File: config.mk
export PLATFORM = sky130hd
export DESIGN_NAME = alu_exec_stage
export DESIGN_NICKNAME = d
export VERILOG_FILES = /design/src/rtl/alu_exec_stage.sv
export SDC_FILE = /design/constraint.sdc
export NUM_CORES = 1
export LEC_CHECK = 0
export CORE_MARGIN = 8
export CORE_UTILIZATION = 45
export DETAILED_ROUTE_END_ITERATION = 7
export PLACE_DENSITY = 0.75
export SLEW_MARGIN = 20
export SYNTH_ARGS = -nofsm -noshare
export SYNTH_HDL_FRONTEND = slang
export SYNTH_SLANG_ARGS = --single-unit
File: constraint.sdc
create_clock -name clk -period 2 [get_ports clk]
set_input_delay 0.4 -clock clk [delete_from_list [all_inputs] [get_ports clk]]
set_output_delay 0.4 -clock clk [all_outputs]
set_load 0.1 [all_outputs]
File: src/rtl/alu_exec_stage.sv
// ALU execute stage: ctrl decode, combinational ALU, valid/ready result FIFO.
// Optional macro ALU_EXEC_OVF_EN adds a per-entry signed overflow flag (out_ovf).
module alu_exec_stage #(
  parameter int WIDTH = 32,
  parameter int DEPTH = 2
) (
  input  logic             clk,
  input  logic             rst_n,
  input  logic             in_valid,
  output logic             in_ready,
  input  logic [3:0]       in_ctrl,
  input  logic [WIDTH-1:0] in_a,
  input  logic [WIDTH-1:0] in_b,
  output logic             out_valid,
  input  logic             out_ready,
  output logic [WIDTH-1:0] out_result,
  output logic             out_zero,
  output logic             out_illegal
`ifdef ALU_EXEC_OVF_EN
  ,
  output logic             out_ovf
`endif
);

  localparam int PW = $clog2(DEPTH);
  localparam int CW = PW + 1;
  localparam logic [CW-1:0] FULL = CW'(DEPTH);
  localparam int M = WIDTH - 1;

  logic             w_add, w_sub, w_and, w_or, w_slt, w_ill;
  logic [WIDTH-1:0] w_sum, w_diff, w_res;
  logic             w_lt, w_zero, w_push, w_pop;

  logic [WIDTH-1:0] r_res [DEPTH];
  logic [DEPTH-1:0] r_zero, r_ill;
  logic [PW-1:0]    r_wr, r_rd;
  logic [CW-1:0]    r_count;
  logic [WIDTH-1:0] r_last_res;
  logic             r_last_zero, r_last_ill;

  assign w_add = (in_ctrl == 4'b0010);
  assign w_sub = (in_ctrl == 4'b0110);
  assign w_and = (in_ctrl == 4'b0000);
  assign w_or  = (in_ctrl == 4'b0001);
  assign w_slt = (in_ctrl == 4'b0111);
  assign w_ill = !(w_add | w_sub | w_and | w_or | w_slt);

  assign w_sum  = in_a + in_b;
  assign w_diff = in_a - in_b;
  assign w_lt   = $signed(in_a) < $signed(in_b);

  // ALU result select; unsupported codes yield zero
  always_comb begin
    w_res = '0;
    unique case (1'b1)
      w_add:   w_res = w_sum;
      w_sub:   w_res = w_diff;
      w_and:   w_res = in_a & in_b;
      w_or:    w_res = in_a | in_b;
      w_slt:   w_res = {{(WIDTH-1){1'b0}}, w_lt};
      default: w_res = '0;
    endcase
  end

  assign w_zero = (w_res == '0);

  assign in_ready  = (r_count < FULL);
  assign out_valid = (r_count != '0);
  assign w_push    = in_valid & in_ready;
  assign w_pop     = out_valid & out_ready;

  // Pointers and occupancy
  always_ff @(posedge clk or negedge rst_n) begin
    if (!rst_n) begin
      r_wr    <= '0;
      r_rd    <= '0;
      r_count <= '0;
    end else begin
      if (w_push) r_wr <= r_wr + PW'(1);
      if (w_pop)  r_rd <= r_rd + PW'(1);
      unique case ({w_push, w_pop})
        2'b10:   r_count <= r_count + CW'(1);
        2'b01:   r_count <= r_count - CW'(1);
        default: r_count <= r_count;
      endcase
    end
  end

  // Entry storage, written on push
  always_ff @(posedge clk or negedge rst_n) begin
    if (!rst_n) begin
      for (int i = 0; i < DEPTH; i++) r_res[i] <= '0;
      r_zero <= '0;
      r_ill  <= '0;
    end else if (w_push) begin
      r_res[r_wr]  <= w_res;
      r_zero[r_wr] <= w_zero;
      r_ill[r_wr]  <= w_ill;
    end
  end

  // Hold the last popped entry so outputs stay put when empty
  always_ff @(posedge clk or negedge rst_n) begin
    if (!rst_n) begin
      r_last_res  <= '0;
      r_last_zero <= 1'b0;
      r_last_ill  <= 1'b0;
    end else if (w_pop) begin
      r_last_res  <= r_res[r_rd];
      r_last_zero <= r_zero[r_rd];
      r_last_ill  <= r_ill[r_rd];
    end
  end

  assign out_result  = out_valid ? r_res[r_rd]  : r_last_res;
  assign out_zero    = out_valid ? r_zero[r_rd] : r_last_zero;
  assign out_illegal = out_valid ? r_ill[r_rd]  : r_last_ill;

`ifdef ALU_EXEC_OVF_EN
  logic             w_ovf;
  logic [DEPTH-1:0] r_ovf;
  logic             r_last_ovf;

  assign w_ovf =
    (w_add & (in_a[M] == in_b[M]) & (w_sum[M] != in_a[M])) |
    (w_sub & (in_a[M] != in_b[M]) & (w_diff[M] != in_a[M]));

  // Overflow flag storage, same lifetime as the result entry
  always_ff @(posedge clk or negedge rst_n) begin
    if (!rst_n) begin
      r_ovf      <= '0;
      r_last_ovf <= 1'b0;
    end else begin
      if (w_push) r_ovf[r_wr] <= w_ovf;
      if (w_pop)  r_last_ovf  <= r_ovf[r_rd];
    end
  end

  assign out_ovf = out_valid ? r_ovf[r_rd] : r_last_ovf;
`endif

endmodule

==> metrics.yaml <==
routing:
  drt-initial-drc-count: 1678
  drc: 0
  antenna_left: 0
  drt_first_pass_iters: 7
  vias_per_cell: 6.444
  wl_um: 55360
  wl_per_cell_um: 25.44
  vias: 14022
worst_setup_path:
  ff2ff_path_depth: 9
  crit_type: "in -> reg"
  crit_cells: 19
  endpoint_kind: "flop"
  cp_slowest_stage_delay_ns: 0.38
  r2r_setup_slack_ns: -0.08
  r2r_end: "r_count[1]"
  path_buf_inv: 7
  crit_top_cell: "buf_6"
  crit_end: "r_zero[0]"
  crit_arrival_ns: 3.58
  path_cells: "buf_8, buf_4, buf_6, ha_4, inv_4, fa_2, nor2b_4, o2111ai_4, buf_6, buf_6, buf_6, nand2_4, mux2i_1, and3b_2, and4_1, and3_4, and4_1, nand4_1, o21ai_1"
  crit_family: "simple AND/OR/NAND/NOR gates"
  cp.required_ns: 2.27
  r2r-start: "r_count[0]"
  startpoint_type: "input port"
  cp-startpoint: "in_a[0]"
  slowest_stage: "fa_2"
  critical_path.max_fanout: 3
logic_synthesis:
  async_reset_ff_share_pct: 100.0
  syn_nets: 1531
  netlist_instances: 1353
  synth-edff-count: 0
  ys_ff_latch: 106
  synth_top_flop_cell: "dfrtp_1"
  yosys_warnings: 0
  netlist_area_um2: 10250
  syn_area_per_cell_um2: 7.578
  synth_cell_types: 85
  synth-seq-area-share_pct: 25.87
timing:
  worst_slew_pin_slew_ns: 0.7789
  slew_violations: 0
  final-hold-violation-count: 0
  finalHoldWorstSlack_ns: 0.4952
  period_minus_slack_ns: 3.304
  fin_worst_skew_ns: 0.008664
  setup_viol: 98
  fin_crit_sh_pct: 165.2
  timing.final.ws_setup_ns: -1.304
  rsz0062_at_grt: "true"
  maxSlewHeadroom_pct: 47.63
  max_freq_mhz: 302.6
clocking:
  clock-sinks: 106
  cts_buffer_depth: 2
  cts_buffers: 9
  clk_latency_ns: 0.36
  cts_tree: "done"
  cts_root_buf: "clkbuf_16"
  path_clk_slew_ns: 0.08
  ctsHtreeMaxLevel: 3
floorplan:
  start_util_pct: 45.57
  die_area_um2: 27870
  rows: 55
  fp.coreArea_um2: 22500
  die_h_um: 167.0
  ioPinCount: 108
  die_x_um: 167.0
run_status:
  violations: "negative setup slack"
  status: "complete, but fails checks"
cells_and_area:
  fin_area_um2: 19340
  nets: 2064
  area_growth_pct: 88.59
  fin_cells: 2176
  diodes: 0
  drive_gt1_share_pct: 55.05
grt:
  grt_use_total_pct: 33.50
  grt_pass1_vias: 13768
  grt_overflow: 0
  antenna_found_initial: 0
  grt_pass1_wl_um: 75730
  grt_max_degree: 69
placed_design:
  port_buffers: 107
  placed_cells: 2066
  place_hpwl_um: 32660
  dpl_cell_area_um2: 15510
  preCtsSetupSlack_ns: -2.044
  place_congestion: 0.9737
power_and_ir_drop:
  leakage_nw: 8.414
  max-vdd-ir-drop_uv: 1490
  power.total_mw: 24.70
  p_per_area_nw_per_um2: 1277
flow_run:
  maxCapViolCount: 0
hold_path:
  hp-class: "in -> async"
[cells in the final DEF (no fill, tap or decap), types with 45 or more instances in the layout]
cell type,Yosys,routed
buf_4,0,422
a21oi_1,125,45
inv_1,104,54
buf_12,0,53
nor2_1,114,70
ha_1,104,64
o21ai_2,0,59
nand2_1,172,162
dfrtp_1,106,103
o21ai_0,141,61
buf_6,1,52
a21oi_4,0,49
[layout make-up]
class	count	area [um2]
multi-input cells	1059	9992
repair buffers	606	5632
fillers	1100	3166
flip-flops and latches	106	2656
inverters	104	411.6
well taps	285	356.6
clock buffers	10	239.0
clock inverters	6	50.05
[kinds of logic after synthesis]
group	count (synthesis)	synth area share, %
AO/OA/AOI/OAI	454	28.33
XOR/XNOR	15	1.281
adder cells (fa/ha/maj)	106	13.08
buffers and inverters	189	7.065
flip-flops	106	25.87
multiplexers	47	4.613
AND/OR/NAND/NOR	436	19.76
[where the power goes]
| part | total, mW | switching [mW] | internal (mW) |
|---|---|---|---|
| logic | 18.6 | 11.2 | 7.40 |
| registers | 4.30 | 1.23 | 3.07 |
| clock network | 1.77 | 0.873 | 0.896 |
[timing repair]
item	4_1_cts	5_1_grt
gates cloned	9	2
buffers inserted	67	44
pin swaps	142	101
hold buffers	1	0
hold endpoints to repair	24	0
setup endpoints to repair	101	99
resized for setup	531	227
[stage by stage]
stage                     utilization [%]  setup TNS (ns)
after floorplan                         -          -32.48
after global placement              68.92          -88.72
after detailed placement            68.92          -92.65
after CTS                           81.51          -41.24
after global routing                85.93          -51.39
final                               85.93          -48.22
[worst min path at each step]
| stage | from | endpoint | slack (ns) | depth (start not counted) |
|---|---|---|---|---|
| after floorplan | rst_n | r_count[0] | 0.10 | 0 |
| after global placement | rst_n | r_last_res[2] | 0.34 | 1 |
| after detailed placement | rst_n | r_last_res[5] | 0.34 | 1 |
| after CTS | r_res[8] | r_res[8] | 0.49 | 2 |
| after global routing | rst_n | r_last_res[3] | 0.53 | 2 |
| final | rst_n | r_last_res[3] | 0.50 | 2 |
[state kept, by name, summed over array words and instances (netlist names)]
name,count
r_zero,2
r_last_res,32
r_rd,1
r_last_zero,1
r_last_ill,1
r_wr,1
r_count,2
r_res,64
r_ill,2
[worst register-to-register path: stages (launching register included)]
cell	delay [ns]
dfrtp_2	0.46
or2_4	0.32
buf_12	0.16
buf_12	0.14
nand2_2	0.16
inv_1	0.09
ha_1	0.20
xnor2_1	0.21
nor2_1	0.11
xnor2_1	0.13
[synthesized netlist by cell type (6+ instances only)]
cell type	number	area, um2
a2111oi_0	7	61.31
a211oi_1	28	210.2
a21o_1	8	60.06
a21oi_1	125	625.6
a31oi_1	13	81.33
and2_1	6	37.54
and3_1	12	75.07
buf_1	6	22.52
buf_2	6	30.03
clkbuf_1	72	270.3
dfrtp_1	106	2653
ha_1	104	1301
inv_1	104	390.4
mux2i_1	45	450.4
nand2_1	172	645.6
nand2b_1	9	56.30
nand3_1	17	85.08
nand4_1	13	81.33
nor2_1	114	427.9
nor2b_1	14	87.58
nor3_1	30	150.1
nor4_1	10	62.56
o211ai_1	20	150.1
o21ai_0	141	705.7
o221ai_1	7	61.31
o31ai_1	15	112.6
or3_1	6	37.54
xnor2_1	12	105.1
[metal layers]
| metal | part of all wire (%) | track usage (%) | wire length, um |
|---|---|---|---|
| met2 | 47 | 58.16 | 26290 |
| met3 | 8.3 | 4.208 | 4619 |
| met5 | 0 | 0 | 0 |
| met1 | 38 | 41.03 | 20890 |
| met4 | 6.4 | 14.69 | 3565 |
No activity file was read; power rests on OpenSTA's default activity.
